**src/rtl/pwm_motor_pkg.sv**
```systemverilog
// Shared types and helpers for the PWM motor-speed controller.
package pwm_motor_pkg;

   // Width of the upstream period counter and of the seconds-remaining field.
   localparam int CNT_W    = 10;
   localparam int REMAIN_W = 3;

   // Motor speed selection; the encoding is visible on o_motor_state.
   typedef enum logic [1:0] {
      MOTOR_OFF  = 2'd0,
      MOTOR_LOW  = 2'd1,
      MOTOR_MID  = 2'd2,
      MOTOR_HIGH = 2'd3
   } motor_state_t;

   // Auto-off timer selection; the encoding is visible on o_timer_sel.
   typedef enum logic [1:0] {
      TSEL_NONE = 2'd0,
      TSEL_3S   = 2'd1,
      TSEL_5S   = 2'd2,
      TSEL_7S   = 2'd3
   } timer_sel_t;

   // Seconds loaded into the countdown for a given timer selection.
   function automatic logic [REMAIN_W-1:0] timer_seconds(input timer_sel_t sel);
      logic [REMAIN_W-1:0] secs;
      case (sel)
         TSEL_3S: secs = 3'd3;
         TSEL_5S: secs = 3'd5;
         TSEL_7S: secs = 3'd7;
         default: secs = 3'd0;
      endcase
      return secs;
   endfunction

   // Mode button order: OFF -> LOW -> MID -> HIGH -> OFF.
   function automatic motor_state_t next_motor_state(input motor_state_t s);
      motor_state_t n;
      case (s)
         MOTOR_OFF: n = MOTOR_LOW;
         MOTOR_LOW: n = MOTOR_MID;
         MOTOR_MID: n = MOTOR_HIGH;
         default:   n = MOTOR_OFF;
      endcase
      return n;
   endfunction

   // Timer button order: none -> 3 s -> 5 s -> 7 s -> none.
   function automatic timer_sel_t next_timer_sel(input timer_sel_t s);
      timer_sel_t n;
      case (s)
         TSEL_NONE: n = TSEL_3S;
         TSEL_3S:   n = TSEL_5S;
         TSEL_5S:   n = TSEL_7S;
         default:   n = TSEL_NONE;
      endcase
      return n;
   endfunction

endpackage

```
**src/rtl/btn_edge.sv**
```systemverilog
// Rising-edge detector for a debounced level button: one press per assertion.
module btn_edge (
   input  logic clk,
   input  logic reset,
   input  logic btn,
   output logic press
);

   logic prev;

   // Remember the previous button level so a held button is seen only once.
   always_ff @(posedge clk) begin
      if (reset) begin
         prev <= 1'b0;
      end else begin
         prev <= btn;
      end
   end

   assign press = btn & ~prev;

endmodule

```
**src/rtl/pwm_motor_ctrl.sv**
```systemverilog
// PWM motor-speed controller: button-selected speed, period-aligned duty
// updates, and an optional auto-off countdown timer.
module pwm_motor_ctrl
   import pwm_motor_pkg::*;
#(
   parameter int CNT_MAX         = 999,
   parameter int DUTY_LOW        = 250,
   parameter int DUTY_MID        = 500,
   parameter int DUTY_HIGH       = 750,
   parameter int PERIODS_PER_SEC = 100000
) (
   input  logic                i_clk,
   input  logic                i_reset,
   input  logic [CNT_W-1:0]    i_counter,
   input  logic                i_btn_mode,
   input  logic                i_btn_timer,
   output logic                o_pwm,
   output logic [1:0]          o_motor_state,
   output logic [1:0]          o_timer_sel,
   output logic [REMAIN_W-1:0] o_remain_sec
);

   // A one-period-per-second configuration still needs a one-bit tick counter.
   localparam int TICK_W = (PERIODS_PER_SEC > 1) ? $clog2(PERIODS_PER_SEC) : 1;

   localparam logic [CNT_W-1:0]  CNT_LAST   = CNT_W'(CNT_MAX);
   localparam logic [CNT_W-1:0]  DUTY_L     = CNT_W'(DUTY_LOW);
   localparam logic [CNT_W-1:0]  DUTY_M     = CNT_W'(DUTY_MID);
   localparam logic [CNT_W-1:0]  DUTY_H     = CNT_W'(DUTY_HIGH);
   localparam logic [TICK_W-1:0] TICK_LAST  = TICK_W'(PERIODS_PER_SEC - 1);

   motor_state_t        state;
   timer_sel_t          timer_sel;
   logic [REMAIN_W-1:0] remain_sec;
   logic [TICK_W-1:0]   r_tick;
   logic [CNT_W-1:0]    r_duty;
   logic [CNT_W-1:0]    duty_target;

   logic mode_press;
   logic timer_press;
   logic at_wrap;
   logic timer_running;
   logic expire;

   btn_edge u_mode_edge (
      .clk   (i_clk),
      .reset (i_reset),
      .btn   (i_btn_mode),
      .press (mode_press)
   );

   btn_edge u_timer_edge (
      .clk   (i_clk),
      .reset (i_reset),
      .btn   (i_btn_timer),
      .press (timer_press)
   );

   // Last counter value of the period: duty reload and timer tick point.
   assign at_wrap = (i_counter == CNT_LAST);

   // The countdown only advances with the motor on and a timer selected.
   assign timer_running = (state != MOTOR_OFF) && (timer_sel != TSEL_NONE);

   // Final tick of the last second; overrides any button press this cycle.
   assign expire = timer_running && at_wrap && (r_tick == TICK_LAST) &&
                   (remain_sec == REMAIN_W'(1));

   // Compare value for the current speed selection.
   always_comb begin
      duty_target = '0;
      case (state)
         MOTOR_LOW:  duty_target = DUTY_L;
         MOTOR_MID:  duty_target = DUTY_M;
         MOTOR_HIGH: duty_target = DUTY_H;
         default:    duty_target = '0;
      endcase
   end

   // Speed FSM with timer selection and countdown; entering OFF clears the timer.
   always_ff @(posedge i_clk) begin
      if (i_reset) begin
         state      <= MOTOR_OFF;
         timer_sel  <= TSEL_NONE;
         remain_sec <= '0;
         r_tick     <= '0;
      end else if (expire) begin
         state      <= MOTOR_OFF;
         timer_sel  <= TSEL_NONE;
         remain_sec <= '0;
         r_tick     <= '0;
      end else if (mode_press && (state == MOTOR_HIGH)) begin
         state      <= MOTOR_OFF;
         timer_sel  <= TSEL_NONE;
         remain_sec <= '0;
         r_tick     <= '0;
      end else begin
         if (mode_press) begin
            state <= next_motor_state(state);
         end
         if (timer_press && (state != MOTOR_OFF)) begin
            timer_sel  <= next_timer_sel(timer_sel);
            remain_sec <= timer_seconds(next_timer_sel(timer_sel));
            r_tick     <= '0;
         end else if (timer_running && at_wrap) begin
            if (r_tick == TICK_LAST) begin
               r_tick     <= '0;
               remain_sec <= remain_sec - REMAIN_W'(1);
            end else begin
               r_tick <= r_tick + TICK_W'(1);
            end
         end
      end
   end

   // Reload the duty only at the period boundary so a period is never cut
   // short; expiry at that same boundary makes the following period silent.
   always_ff @(posedge i_clk) begin
      if (i_reset) begin
         r_duty <= '0;
      end else if (at_wrap) begin
         r_duty <= expire ? '0 : duty_target;
      end
   end

   // Registered compare: o_pwm lags the counter by one clock.
   always_ff @(posedge i_clk) begin
      if (i_reset) begin
         o_pwm <= 1'b0;
      end else begin
         o_pwm <= (i_counter < r_duty);
      end
   end

   assign o_motor_state = state;
   assign o_timer_sel   = timer_sel;
   assign o_remain_sec  = remain_sec;

endmodule

```
**config.mk**
```make
export PLATFORM = sky130hd
export DESIGN_NAME = pwm_motor_ctrl
export DESIGN_NICKNAME = d
export VERILOG_FILES = /design/src/rtl/pwm_motor_pkg.sv /design/src/rtl/btn_edge.sv /design/src/rtl/pwm_motor_ctrl.sv
export SDC_FILE = /design/constraint.sdc
export NUM_CORES = 1
export LEC_CHECK = 0
export CORE_MARGIN = 4
export CORE_UTILIZATION = 50
export DETAILED_ROUTE_END_ITERATION = 7
export PLACE_DENSITY = 0.75
export SLEW_MARGIN = 0
export SYNTH_ARGS = -nofsm -noshare
export SYNTH_HDL_FRONTEND = slang
export SYNTH_HIERARCHICAL = 1
export SYNTH_SLANG_ARGS = --single-unit
```
**constraint.sdc**
```tcl
create_clock -name i_clk -period 2 [get_ports i_clk]
set_clock_uncertainty 0.1 [all_clocks]
set_input_delay 0.2 -clock i_clk [delete_from_list [all_inputs] [get_ports i_clk]]
set_output_delay 0.2 -clock i_clk [all_outputs]
set_load 0.005 [all_outputs]
```
---- Word level (Yosys, flattened, before mapping) ----
Index checks and enable logic that the tools add are counted.
operators by class
  order comparisons ....................... 1
  equality and inequality tests ........... 11
  add/subtract/negate cells ............... 2
  bitwise logic cells ..................... 4
  reduce and logical (&&, ||, !) cells .... 15
  muxes and demuxes ....................... 13
operator list
  operator                 count
  $pmux W10 S3             1
  $add A17 B1 Y17 const B  1
  $eq A17 B17 Y1 const B   1
  $mux W17                 1
  $pmux W2 S3              2
  $eq A10 B10 Y1 const B   1
  $eq A2 B2 Y1 const B     5
  $lt A10 B10 Y1           1
  $mux W10                 1
  $mux W3                  3
  $pmux W3 S3              1
  $mux W2                  4
  $reduce_bool A2 Y1       4
  $eq A2 B1 Y1 const B     3
  $logic_and A1 B1 Y1      6
  $logic_not A2 Y1         2
  $reduce_or A4 Y1         1
  $eq A3 B1 Y1 const B     1
  $reduce_or A3 Y1         1
  $sub A3 B1 Y3 const B    1
  $and A1 B1 Y1            2
  $not A1 Y1               2
  $reduce_and A2 Y1        1
storage, ports and cells
  input bits .............................. 14
  word-level logic and storage cells ...... 54
  output and inout port bits .............. 8
  flip-flop bits (word level) ............. 37

---- Logic depth before layout (Yosys ltp) ----
Gate-level depths: netlist of run 1.
  word-level depth ........................ 10
  gate-level depth with buffers ........... 10

---- By module ----
The synthesis of run 1 kept the hierarchy.
by module, submodules not included
  module          times used  cells each  area each (um^2)  seq. area each (um^2)
  pwm_motor_ctrl  1           219         1810.5            620.6
  btn_edge        2           3           47.5              20.0

---- Worst setup path before layout of run 1 ----
Ideal clock, no wire load.
  kind .................................... register -> register
  start ................................... reg state[0], in the netlist o_motor_state[0]
  end ..................................... reg remain_sec[2], in the netlist o_remain_sec[2]
  slack ................................... -0.177 ns
  stages on the path, launching flop included .. 10
  period minus slack after synthesis ...... 2.177 ns
  library setup time ...................... 0.133 ns
  arrival time ............................ 1.944 ns
  path buffers ............................ 2
  required time ........................... 1.767 ns
  path through ............................ dfxtp_1 -> inv_1 -> ha_1 -> clkbuf_1 -> nor2_1 -> and4_1 -> clkbuf_1 -> nand4_1 -> nand2_1 -> a211oi_1
between the ends
  cells in the longest elaborated chain, start to end .. 6
ends and longest elaborated chain
  element                           RTL line                                     RTL
  start, declared                   pwm_motor_ctrl.sv:32                         motor_state_t state;
  start signal, assigned            pwm_motor_ctrl.sv:99                         state <= next_motor_state(state);
  $reduce_bool A2 Y1                pwm_motor_ctrl.sv:63, pwm_motor_ctrl.sv:101
  $logic_and A1 B1 Y1               pwm_motor_ctrl.sv:63                         assign timer_running = (state != MOTOR_OFF) && (timer_sel != TSEL_NONE);
  $logic_and A1 B1 Y1               pwm_motor_ctrl.sv:66, pwm_motor_ctrl.sv:105
  $logic_and A1 B1 Y1 (2 in a row)  pwm_motor_ctrl.sv:66                         assign expire = timer_running && at_wrap && (r_tick == TICK_LAST) &&
  $reduce_or A3 Y1 (no line)        -
  end signal, assigned              pwm_motor_ctrl.sv:103                        remain_sec <= timer_seconds(next_timer_sel(timer_sel));
  end signal, assigned              pwm_motor_ctrl.sv:108                        remain_sec <= remain_sec - REMAIN_W'(1);
  end, declared                     pwm_motor_ctrl.sv:34                         logic [REMAIN_W-1:0] remain_sec;
Parallel ways exist; a longest one is shown, timed or not.
A chain may end at the register's enable or synchronous reset.

---- Final worst setup path of run 1 ----
  start ................................... reg r_tick[13]
  end ..................................... reg r_tick[9]
between the ends
  cells in the longest elaborated chain, start to end .. 4
ends and longest elaborated chain
  element                           RTL line                                     RTL
  start, declared                   pwm_motor_ctrl.sv:35                         logic [TICK_W-1:0] r_tick;
  start signal, assigned            pwm_motor_ctrl.sv:110                        r_tick <= r_tick + TICK_W'(1);
  $eq A17 B17 Y1 (*)                pwm_motor_ctrl.sv:66, pwm_motor_ctrl.sv:106
  $logic_and A1 B1 Y1 (2 in a row)  pwm_motor_ctrl.sv:66
  $reduce_or A4 Y1 (no line)        -
Mark *: on every way between the ends. The rest lies on a longest branch, timed or not.

==> flow_summary.ini, run 1 <==
[sta]
fmaxAchievable_ghz = 0.483
rsz0062_at_grt = yes
slew_viol_final = 0
fin_crit_sh_pct = 103
setup_tns_ns = -0.978
setup_ws_ns = -0.0696
maxSlewHeadroom_pct = 52.5
hold-worst-slack_ns = 0.368
finalSetupViolCount = 17
hold_violations = 0
period_needed_ns = 2.07
max_slew.worst_pin.slew_ns = 0.712

[cts]
clkSinkCount = 33
cts_tree = built
cts_buffers = 5
root_buffer = clkbuf_8
clkTransAtPathRegs_ns = 0.07
cts_buffer_depth = 2
cts_hold_buf = 0
clock_latency_ns = 0.28
cts_max_level = 2

[global_routing]
grt_pass1_wl_mm = 7.04
grt_overflow_total = 0
grt_max_degree = 14
grt_usage_pct = 18.0
antenna_found_initial = 0
grt_pass1_vias = 1670

[logic_synthesis]
syn-num-nets = 259
async_reset_ff_share_pct = 0
ys_seq_area_share_pct = 34.7
yosysUniqueCellTypes = 38
yosysTopAreaCell = dfxtp_1
synthTopCellsByCount = 33 x dfxtp_1, 32 x nor2_1, 20 x ha_1
yosysMostFrequentCell = dfxtp_1
synth_enable_flop_cells = 0
synth-main-ff-cell = dfxtp_1
syn_area_mm2 = 0.00191
netlist.area_leader.share_pct = 34.7
yosysWarnings = 6
syn_inst = 225
yosys_register_bits = 33
synth_area_leaders = dfxtp_1 35%, ha_1 13%, nor2_1 6.3%
avgSynthCellArea_um2 = 8.47

[setup_path]
r2r-end = r_tick[9]$_SDFFE_PP0P_
r2r_slack_ns = -0.07
crit_chain = or4b_4, nor4_4, buf_4, nand3_2, nand3_1, buf_12, nor2_1
start_kind = flop
regToRegStartpoint = r_tick[13]$_SDFFE_PP0P_
worst_ep_arrival_time_ns = 2.14
crit_type = flop to flop
cp_max_fo = 13
crit_buf_inv = 2
critPathMaxStageDelay_ns = 0.54
rr_worst_depth = 7
required_ns = 2.07
cp-end-kind = flop
cp_slowest_cell = or4b_4
cpLargestDelayFamily = simple AND/OR/NAND/NOR gates

[min_path]
min_path_cells = 2
min_to = r_duty[8]$_SDFFE_PP0N_
hold_path.class = flop to flop
hp-start = r_duty[8]$_SDFFE_PP0N_

[pwr]
irDropWorstVdd_mv = 0.391
power_density_mw_per_mm2 = 578
leakagePower_nw = 1.04
finalPower_mw = 1.57

[routing]
dr.pass1.iters = 4
drc = 0
totalWireLength_mm = 4.38
wl_per_cell_um = 13.0
drtAntennaViolNets = 0
vias = 1741
viasPerCell = 5.18
drt_iter0_markers = 81

[job]
maxCapViolCount = 0

[floorplan]
dieArea_mm2 = 0.00486
chipHeight_um = 69.7
fp.dieW_um = 69.7
row_count = 22
ios = 22
start_util_pct = 52.1
core_mm2 = 0.00366

[run_status]
violations = setup timing
status = complete, but fails checks

[finish]
fillers = 249
postLayoutCoreUtil_pct = 74.1
fin_cells = 336
drive_above_1_share_pct = 29.2
syn2layout_area_growth_pct = 42.4
final_nets = 321
insertedDiodeCount = 0
multi_input_comb_area_mm2 = 0.00126
seq_area_um2 = 669

[placed_design]
numPortBuffers = 21
dp_cells = 325
place.gp.congestion = 0.821
place_hpwl_mm = 3.17
[final cells by class]
class                           count  area share, %
Clock buffer                        7           3.18
Inverter                           17           2.35
Tap cell                           48           2.21
Multi-Input combinational cell    167           46.5
Timing Repair Buffer               63           20.0
Sequential cell                    33           24.7
Clock inverter                      1           1.11
[worst min-delay path: stages (launching register included)]
cell and delay [ns]:
dfxtp_1 0.31, nand2_1 0.07, a21oi_2 0.05
[timing repair]
| action | 4_1_cts | 5_1_grt |
|---|---|---|
| cloned | 0 | 1 |
| setup buffers | 1 | 1 |
| endpoints found under the setup margin | 10 | 28 |
| pin swaps | 4 | 17 |
| resized for setup | 5 | 18 |
| endpoints found under the hold margin | 0 | 0 |
[routing by layer]
layer  wire, um  global-route usage, %
met2       2200                   30.8
met5          0                      0
met4         97                   6.60
met1       1910                   21.2
met3        176                   5.22
[logic make-up after synthesis]
group | Yosys count | synth area share, %
AOI/OAI and AO/OA | 23 | 7.55
DFF | 33 | 34.7
and+or+nand+nor | 104 | 30.6
xor gates and xnor gates | 17 | 7.81
adders and majority gates | 20 | 13.1
buffers and inverters | 26 | 5.19
muxes | 2 | 1.05
[cells in the final DEF, fill, tap and decap left out, types with 2 or more instances in the layout]
master and n:
buf_4 40, nor2_1 31, dfxtp_1 26, clkdlybuf4s50_1 21, ha_1 20, inv_1 17
nand2_1 15, xnor2_1 13, nand3_1 9, nand4_1 7, dfxtp_2 7, nor3_1 6
clkbuf_8 6, a21oi_1 5, nand3_2 5, xor2_1 4, a21oi_2 4, nor2b_4 4
a211oi_1 3, nor4_1 3, nor3_2 3, o21ai_0 3, a22oi_2 3, and4b_1 2
and2_1 2, nor2b_1 2, nor4bb_2 2, o21a_1 2, mux2i_1 2
[worst max path at each step]
stage | start | endpoint | cells past startpoint
floorplan | r_tick[12]$_SDFFE_PP0P_ | o_remain_sec[1]$_SDFFE_PP0P_ | 5
global placement | r_tick[12]$_SDFFE_PP0P_ | o_remain_sec[2]$_SDFFE_PP0P_ | 6
detailed placement | i_counter[5] | r_tick[14]$_SDFFE_PP0P_ | 8
CTS | r_tick[13]$_SDFFE_PP0P_ | o_remain_sec[1]$_SDFFE_PP0P_ | 5
global route | r_tick[13]$_SDFFE_PP0P_ | o_remain_sec[1]$_SDFFE_PP0P_ | 5
finish | r_tick[13]$_SDFFE_PP0P_ | r_tick[9]$_SDFFE_PP0P_ | 7
[state kept, by name (all words and copies together) (netlist names)]
name               count
o_timer_sel            2
u_mode_edge/prev       1
u_timer_edge/prev      1
r_duty                 6
r_tick                17
o_motor_state          2
o_remain_sec           3
o_pwm                  1
[stage by stage]
step,setup WS (ns),area [um2]
final,-0.0696,2710
after global routing,-0.186,2710
after CTS,-0.0610,2610
after detailed placement,-0.103,2470
after global placement,-0.0467,2470
after floorplan,-0.0129,1920
[power breakdown]
group / switching (mW) / internal, mW / total [mW]
clock network: 0.240 / 0.406 / 0.647
logic: 0.112 / 0.128 / 0.240
registers: 0.00908 / 0.672 / 0.681
total: 0.361 / 1.21 / 1.57
Note: power is estimated with default switching activity, not from simulation.
==> inputs of run 2 (changes only) <==
GPL_ROUTABILITY_DRIVEN = 0   (was default)
HOLD_SLACK_MARGIN = 0.03   (was default)
==> results of run 2 <==
The final DEF is identical to that of run 1; final timing and power are the same.
